$ cat config.mk
export PLATFORM = sky130hd
export DESIGN_NAME = disp_share_arbiter
export DESIGN_NICKNAME = d
export VERILOG_FILES = /design/src/rtl/disp_share_arbiter_pkg.sv /design/src/rtl/disp_share_arbiter_slice_timer.sv /design/src/rtl/disp_share_arbiter.sv
export SDC_FILE = /design/constraint.sdc
export NUM_CORES = 1
export LEC_CHECK = 0
export ABC_CLOCK_PERIOD_IN_PS = 2900
export CORE_ASPECT_RATIO = 0.5
export CORE_MARGIN = 4
export CORE_UTILIZATION = 30
export CTS_CLUSTER_DIAMETER = 100
export DETAILED_ROUTE_END_ITERATION = 12
export PLACE_DENSITY = 0.67
export SYNTH_ARGS = -nofsm -noshare
export SYNTH_HDL_FRONTEND = slang
export SYNTH_SLANG_ARGS = --single-unit
$ cat constraint.sdc
create_clock -name clk -period 2.9 [get_ports clk]
set_input_delay 0.87 -clock clk [delete_from_list [all_inputs] [get_ports clk]]
set_output_delay 0.87 -clock clk [all_outputs]
set_load 0.02 [all_outputs]
$ cat src/rtl/disp_share_arbiter_pkg.sv
// Shared types and constants for the two-requester seven-segment display arbiter.
package disp_share_arbiter_pkg;

    localparam int unsigned NUM_W         = 16;
    localparam int unsigned DP_W          = 4;
    localparam int unsigned SLICE_DEFAULT = 50_000_000;

    localparam logic [NUM_W-1:0] NUM_IDLE = 16'h0000;
    localparam logic [DP_W-1:0]  DP_OFF   = 4'b1111;

    typedef enum logic [1:0] {
        S_IDLE   = 2'd0,
        S_SERVE0 = 2'd1,
        S_SERVE1 = 2'd2
    } state_t;

    // Payload presented to the multiplexed display driver
    typedef struct packed {
        logic [NUM_W-1:0] num;
        logic [DP_W-1:0]  dp;
    } disp_word_t;

endpackage

$ cat src/rtl/disp_share_arbiter_slice_timer.sv
// Saturating grant time-slice counter; expired flags the last cycle of a slice.
module disp_share_arbiter_slice_timer #(
    parameter int unsigned SLICE = 50_000_000,
    parameter int unsigned CW    = 26
) (
    input  logic clk,
    input  logic reset,
    input  logic clr,
    input  logic inc,
    output logic expired_c
);

    localparam logic [CW-1:0] LAST = CW'(SLICE - 1);

    logic [CW-1:0] count;

    always_ff @(posedge clk) begin
        if (!reset) begin
            count <= '0;
        end else if (clr) begin
            count <= '0;
        end else if (inc && (count != LAST)) begin
            count <= count + CW'(1);
        end
    end

    assign expired_c = (count == LAST);

endmodule

$ cat src/rtl/disp_share_arbiter.sv
// Round-robin owner selection for the single 4-digit display, with a minimum slice per grant.
module disp_share_arbiter
    import disp_share_arbiter_pkg::*;
#(
    parameter int unsigned SLICE = SLICE_DEFAULT,
    parameter int unsigned CW    = 26
) (
    input  logic             clk,
    input  logic             reset,
    input  logic             req0,
    input  logic [NUM_W-1:0] num0,
    input  logic [DP_W-1:0]  dp0,
    input  logic             req1,
    input  logic [NUM_W-1:0] num1,
    input  logic [DP_W-1:0]  dp1,
    output logic             gnt0,
    output logic             gnt1,
    output logic [NUM_W-1:0] disp_num,
    output logic [DP_W-1:0]  dp_out
);

    state_t     state;
    state_t     state_next;
    logic       last_served;
    logic       expired_c;
    logic       timer_clr_c;
    logic       timer_inc_c;
    disp_word_t disp_next;

    disp_share_arbiter_slice_timer #(
        .SLICE (SLICE),
        .CW    (CW)
    ) u_slice_timer (
        .clk       (clk),
        .reset     (reset),
        .clr       (timer_clr_c),
        .inc       (timer_inc_c),
        .expired_c (expired_c)
    );

    // State, pointer and registered driver outputs
    always_ff @(posedge clk) begin
        if (!reset) begin
            state       <= S_IDLE;
            last_served <= 1'b1;
            gnt0        <= 1'b0;
            gnt1        <= 1'b0;
            disp_num    <= NUM_IDLE;
            dp_out      <= DP_OFF;
        end else begin
            state    <= state_next;
            gnt0     <= (state_next == S_SERVE0);
            gnt1     <= (state_next == S_SERVE1);
            disp_num <= disp_next.num;
            dp_out   <= disp_next.dp;
            if (state_next == S_SERVE0) begin
                last_served <= 1'b0;
            end else if (state_next == S_SERVE1) begin
                last_served <= 1'b1;
            end
        end
    end

    // Next owner: release beats preemption; a tie goes to whoever was not served last
    always_comb begin
        state_next = state;
        case (state)
            S_IDLE: begin
                if (req0 && req1) begin
                    state_next = last_served ? S_SERVE0 : S_SERVE1;
                end else if (req0) begin
                    state_next = S_SERVE0;
                end else if (req1) begin
                    state_next = S_SERVE1;
                end
            end
            S_SERVE0: begin
                if (!req0) begin
                    state_next = req1 ? S_SERVE1 : S_IDLE;
                end else if (expired_c && req1) begin
                    state_next = S_SERVE1;
                end
            end
            S_SERVE1: begin
                if (!req1) begin
                    state_next = req0 ? S_SERVE0 : S_IDLE;
                end else if (expired_c && req0) begin
                    state_next = S_SERVE0;
                end
            end
            default: state_next = S_IDLE;
        endcase
    end

    // Data follows the incoming owner so it lands together with its grant
    always_comb begin
        disp_next.num = NUM_IDLE;
        disp_next.dp  = DP_OFF;
        case (state_next)
            S_SERVE0: begin
                disp_next.num = num0;
                disp_next.dp  = dp0;
            end
            S_SERVE1: begin
                disp_next.num = num1;
                disp_next.dp  = dp1;
            end
            default: ;
        endcase
    end

    assign timer_clr_c = (state_next != state) || (state == S_IDLE);
    assign timer_inc_c = !timer_clr_c;

endmodule
# --- Word-level counts from Yosys, hierarchy flattened ---
# Cells that the tools add are included.
totals:
  in_bits: 44
  regBits: 51
  word_cells: 39
classes:
  eq_ne: 7
  reduce_logical: 9
  addsub: 1
  muxes: 14
  bitwise_logic: 1
ops:
  columns: ["operator", "count"]
  rows:
  - ["case mux 20 bit (2 select lines)", 1]
  - ["adder 26 x 1 -> 26 bit, second input constant", 1]
  - ["equality test 26 bit, second input constant", 1]
  - ["!= test 26 bit, second input constant", 1]
  - ["two-way mux 2 bit", 9]
  - ["case mux 2 bit (3 select lines)", 1]
  - ["equality test 2 x 1 -> 1 bit, second input constant", 2]
  - ["equality test 2 bit, second input constant", 2]
  - ["logical AND 1 bit", 4]
  - ["two-way mux 1 bit", 3]
  - ["logical NOT 2 bit", 1]
  - ["!= test 2 bit", 1]
  - ["nonzero test 2 bit", 1]
  - ["OR reduction 2 bit", 1]
  - ["logical NOT 1 bit", 1]
  - ["logical OR 1 bit", 1]
  - ["inverter 1 bit", 1]

# --- Longest topological paths before layout ---
logic_depth:
  ltp_word: 9
  depth_mapped: 13
  ltp_nobuf: 10

# --- Cells and area by module ---
# From an unflattened synthesis, not the netlist that was laid out.
hier_totals:
  cells_unflattened: 247
  area_unflattened_um2: 2293.4
by_module_without_submodules:
  columns: ["module", "seq_area_each_um2", "area_each_um2", "cells_each", "instances"]
  rows:
  - ["disp_share_arbiter_slice_timer", 520.5, 1328.8, 149, 1]
  - ["disp_share_arbiter", 500.5, 964.7, 98, 1]

# --- Worst setup path after synthesis ---
# Ideal clock, no wire load.
synth_path:
  path_kind: "reg-to-reg"
  start: "register u_slice_timer.count[0]"
  end: "register dp_out[0]"
  synth_period_minus_slack_ns: 3.047
  arrival_ns: 2.925
  path_slack_ns: -0.147
  stages_incl_launch_ff: 13
  path_cell_list: "dfxtp_1 > ha_1 > nand3_1 > or4_1 > buf_4 > nor2_4 > buf_6 > mux2i_1 > or3_1 > ha_1 > nand2b_1 > clkbuf_1 > a221o_1"
synth_via:
  elab_chain_len: 7
  elab_cells_between_ends: 11
  cone_classes: "eq/ne (3); mux (6); reduce/logical (2)"
synth_lines:
  columns: ["element", "line_no", "text"]
  rows:
  - ["start, declared", "disp_share_arbiter_slice_timer.sv:15", "logic [CW-1:0] count;"]
  - ["start signal, assigned", "disp_share_arbiter_slice_timer.sv:23", "count <= count + CW'(1);"]
  - ["equality test 26 bit *", "disp_share_arbiter_slice_timer.sv:27", "assign expired_c = (count == LAST);"]
  - ["logical AND 1 bit, on equally long branches", "disp_share_arbiter.sv:87, disp_share_arbiter.sv:80", null]
  - ["two-way mux 2 bit, on equally long branches", "disp_share_arbiter.sv:87, disp_share_arbiter.sv:80", null]
  - ["two-way mux 2 bit, on equally long branches", "disp_share_arbiter.sv:85, disp_share_arbiter.sv:78", null]
  - ["case mux 2 bit (3 select lines) *", "disp_share_arbiter.sv:67", "case (state)"]
  - ["equality test 2 bit or equality test 2 x 1 -> 1 bit (tied branches)", "disp_share_arbiter.sv:99", "case (state_next)"]
  - ["case mux 20 bit (2 select lines) *", "disp_share_arbiter.sv:99", null]
  - ["end signal, assigned", "disp_share_arbiter.sv:55", "dp_out <= disp_next.dp;"]
  - ["end, declared", "disp_share_arbiter.sv:19", "output logic [DP_W-1:0] dp_out"]
# Every way passes the cells marked *; elsewhere a longest branch is shown, timed or not.
# A chain may end at the register's enable or synchronous reset.

# --- Worst setup path in the final report ---
layout_path:
  start: "register u_slice_timer.count[1]"
  end: "register dp_out[1]"
# The elaborated chain is that of the path after synthesis.

==> results.toml <==
[status]
outcome = "finished clean"

[power]
peakVddDrop_v = 0.0002955
netSwitchingFraction_pct = 24.58
p_int_mw = 1.187
clkPwrFrac_pct = 37.9
seqPwrFrac_pct = 46.7
p_leak_nw = 1.148
power_density_nw_per_um2 = 484.1
switchingPower_mw = 0.3870
p_comb_share_pct = 15.4

[sta]
worstMarginPinSlew_ns = 0.7352
fin_crit_sh_pct = 95.10
fmax_ghz = 0.3626
clock_skew_ns = 0.007795
report.final.setup_viol = 0
rsz0062_at_grt = "false"
setup_ws_ns = 0.1422
hold_viol_final = 0
max-slew-margin-rel_pct = 50.58
slew_viol_final = 0
min_period_ns = 2.758

[die]
initial_core_util_pct = 32.09
boundaryPins = 66
design.core.area_um2 = 6963
rows = 21
die_area_um2 = 8978
die_h_um = 69.03
die_x_um = 130.1

[synth]
ys_dominant_reg_cell = "dfxtp_1"
synth_edf_count = 0
yosysWarnings = 0
synthArstFlopShare_pct = 0
synth_fp_nets = 299
synthCells = 251
yosys-top-cells-area = "dfxtp_1 (46%), nor2_1 (7.2%), xor2_1 (6.7%), a22oi_1 (5.4%), nand2_1 (3.0%)"
ys_seq_elements = 51
syn_avg_cell_area_um2 = 8.903
yosysTopAreaCell = "dfxtp_1"
seq_area_frac_synth_pct = 45.69
ys_types = 42
synth.top_cell.area_share_pct = 45.69
synth_area_um2 = 2235

[setup_path]
arrival_ns = 2.94
cp-end-kind = "register"
worst_setup_path_start_kind = "register"
critPathMaxFanout = 5
r2r_start = "u_slice_timer.count[1]$_SDFFE_PP0P_"
critical_path_class = "register to register"
cp.required_ns = 3.08
cp-startpoint = "u_slice_timer.count[1]$_SDFFE_PP0P_"

[global_route]
antenna_found_initial = 0
grt_max_degree = 22
grt_pass1_wl_um = 9777
grt_pass1_vias = 2136
overflow = 0
grt_usage_pct = 13.12

[clocking]
cts_max_level = 2
numCtsBuffers = 5
cts_sinks = 51
cts_tree = "done"
clkLatencyLatePin_ns = 0.29
path_clk_slew_ns = 0.07
cts_root_buf = "clkbuf_16"
clockBufferDepth = 2

[layout]
n_fill_cell = 661
diodes = 0
area_growth_syn_to_layout_pct = 45.52
multiInputGateArea_um2 = 1139
finalNetCount = 376
regArea_um2 = 1022
final_cell_mix = "clkdlybuf4s50_1 (65), dfxtp_1 (50), nor2_1 (43)"
instances_no_fill = 421
final_common_cell = "clkdlybuf4s50_1"
drive_above_1_share_pct = 9.726

[route]
post_drt_wl_per_cell_um = 13.48
firstDrtPassIters = 4
vias = 2112
antenna_left = 0
dr.first_iter.drc_count = 113
viasPerCell = 5.017
finalWirelength_um = 5673
drc_errors = 0

[placed_design]
place_inst = 413
hpwl_um = 4314
place_congestion = 0.8285
portBuffers = 65
pre_cts_ws_ns = -0.004120

[flow_run]
maxCapViolations = 0

[worst_hold_path]
hp-start = "u_slice_timer.count[25]$_SDFFE_PP0P_"
min_path_type = "register to register"
## metal layers
layer | part of all wire, % | global-route usage [%]
met3 | 8.7 | 4.707
met4 | 0.90 | 4.147
met1 | 41 | 15.61
met5 | 0 | 0
met2 | 49 | 21.96
## Yosys cell counts, types with 4 or more instances
cell type	n
dfxtp_1	51
nor2_1	43
nand2_1	18
xor2_1	17
a22oi_1	16
nand4_1	9
nand3_1	8
a21oi_1	7
inv_1	7
nor3_1	7
clkbuf_1	6
o21ai_0	6
mux2i_1	5
a221o_1	4
ha_1	4
or3_1	4
## flip-flops by register name, summed over array words and instances, names as in the netlist
register,count
u_slice_timer.count,26
state,2
disp_num,16
gnt0,1
dp_out,4
last_served,1
gnt1,1
## logic make-up after synthesis
kind of cell | count (synthesis) | synth area share, %
AO/OA/AOI/OAI | 43 | 13.77
XOR/XNOR | 19 | 7.447
adder cells (fa/ha/maj) | 4 | 2.240
buffers and inverters | 18 | 3.695
flip-flops | 51 | 45.69
multiplexers | 5 | 2.240
AND/OR/NAND/NOR | 111 | 24.92
## power by group through the flow
stage / clock (mW) / sequential [mW] / combinational, mW
final: 0.597 / 0.735 / 0.242
after global routing: 0.639 / 0.738 / 0.263
after CTS: 0.612 / 0.735 / 0.243
after detailed placement: 0 / 0.752 / 0.241
after global placement: 0 / 0.751 / 0.239
after floorplan: 0 / 0.777 / 0.0806
## path summary, 6_finish.rpt
path	slack, ns	cells past startpoint	end
setup / recovery	0.14	9	dp_out[1]$_SDFF_PN1_
hold / removal	0.53	2	u_slice_timer.count[25]$_SDFFE_PP0P_
setup reg to reg	0.14	9	dp_out[1]$_SDFF_PN1_
hold reg to reg	0.53	2	u_slice_timer.count[25]$_SDFFE_PP0P_
## through the flow
step	setup TNS [ns]	util [%]	hold slack, ns	instance area [um2]	power, mW
3_5_place_dp	-0.004120	44.38	0.5103	3090	0.9933
5_1_grt	0	46.70	0.5478	3252	1.640
6_report	0	46.70	0.5261	3252	1.574
2_1_floorplan	0	-	0.4667	2243	0.8571
3_3_place_gp	0	44.38	0.4967	3090	0.9896
4_1_cts	0	46.54	0.5355	3241	1.590
## repair_timing
item | CTS | global route
resized for setup | 0 | 3
hold buffers | 0 | 0
buffers inserted | 0 | 0
setup endpoints to repair | 0 | 16
## worst max-delay path, stage by stage (launching register included)
cell and delay, ns:
dfxtp_1 0.38, ha_1 0.19, nand3_1 0.12, or4_1 0.48
nor2_4 0.16, mux2i_1 0.11, or3_1 0.41, ha_1 0.31
nand2b_2 0.23, a221o_1 0.27
## area by class of cell
class	count	share of cell area (%)
multi-input cells	182	35.01
flip-flops and latches	51	31.44
repair buffers	81	24.59
clock buffers	5	3.848
well taps	92	3.540
inverters	7	0.8080
clock inverters	3	0.7695
No activity file was read; power rests on OpenSTA's default activity.
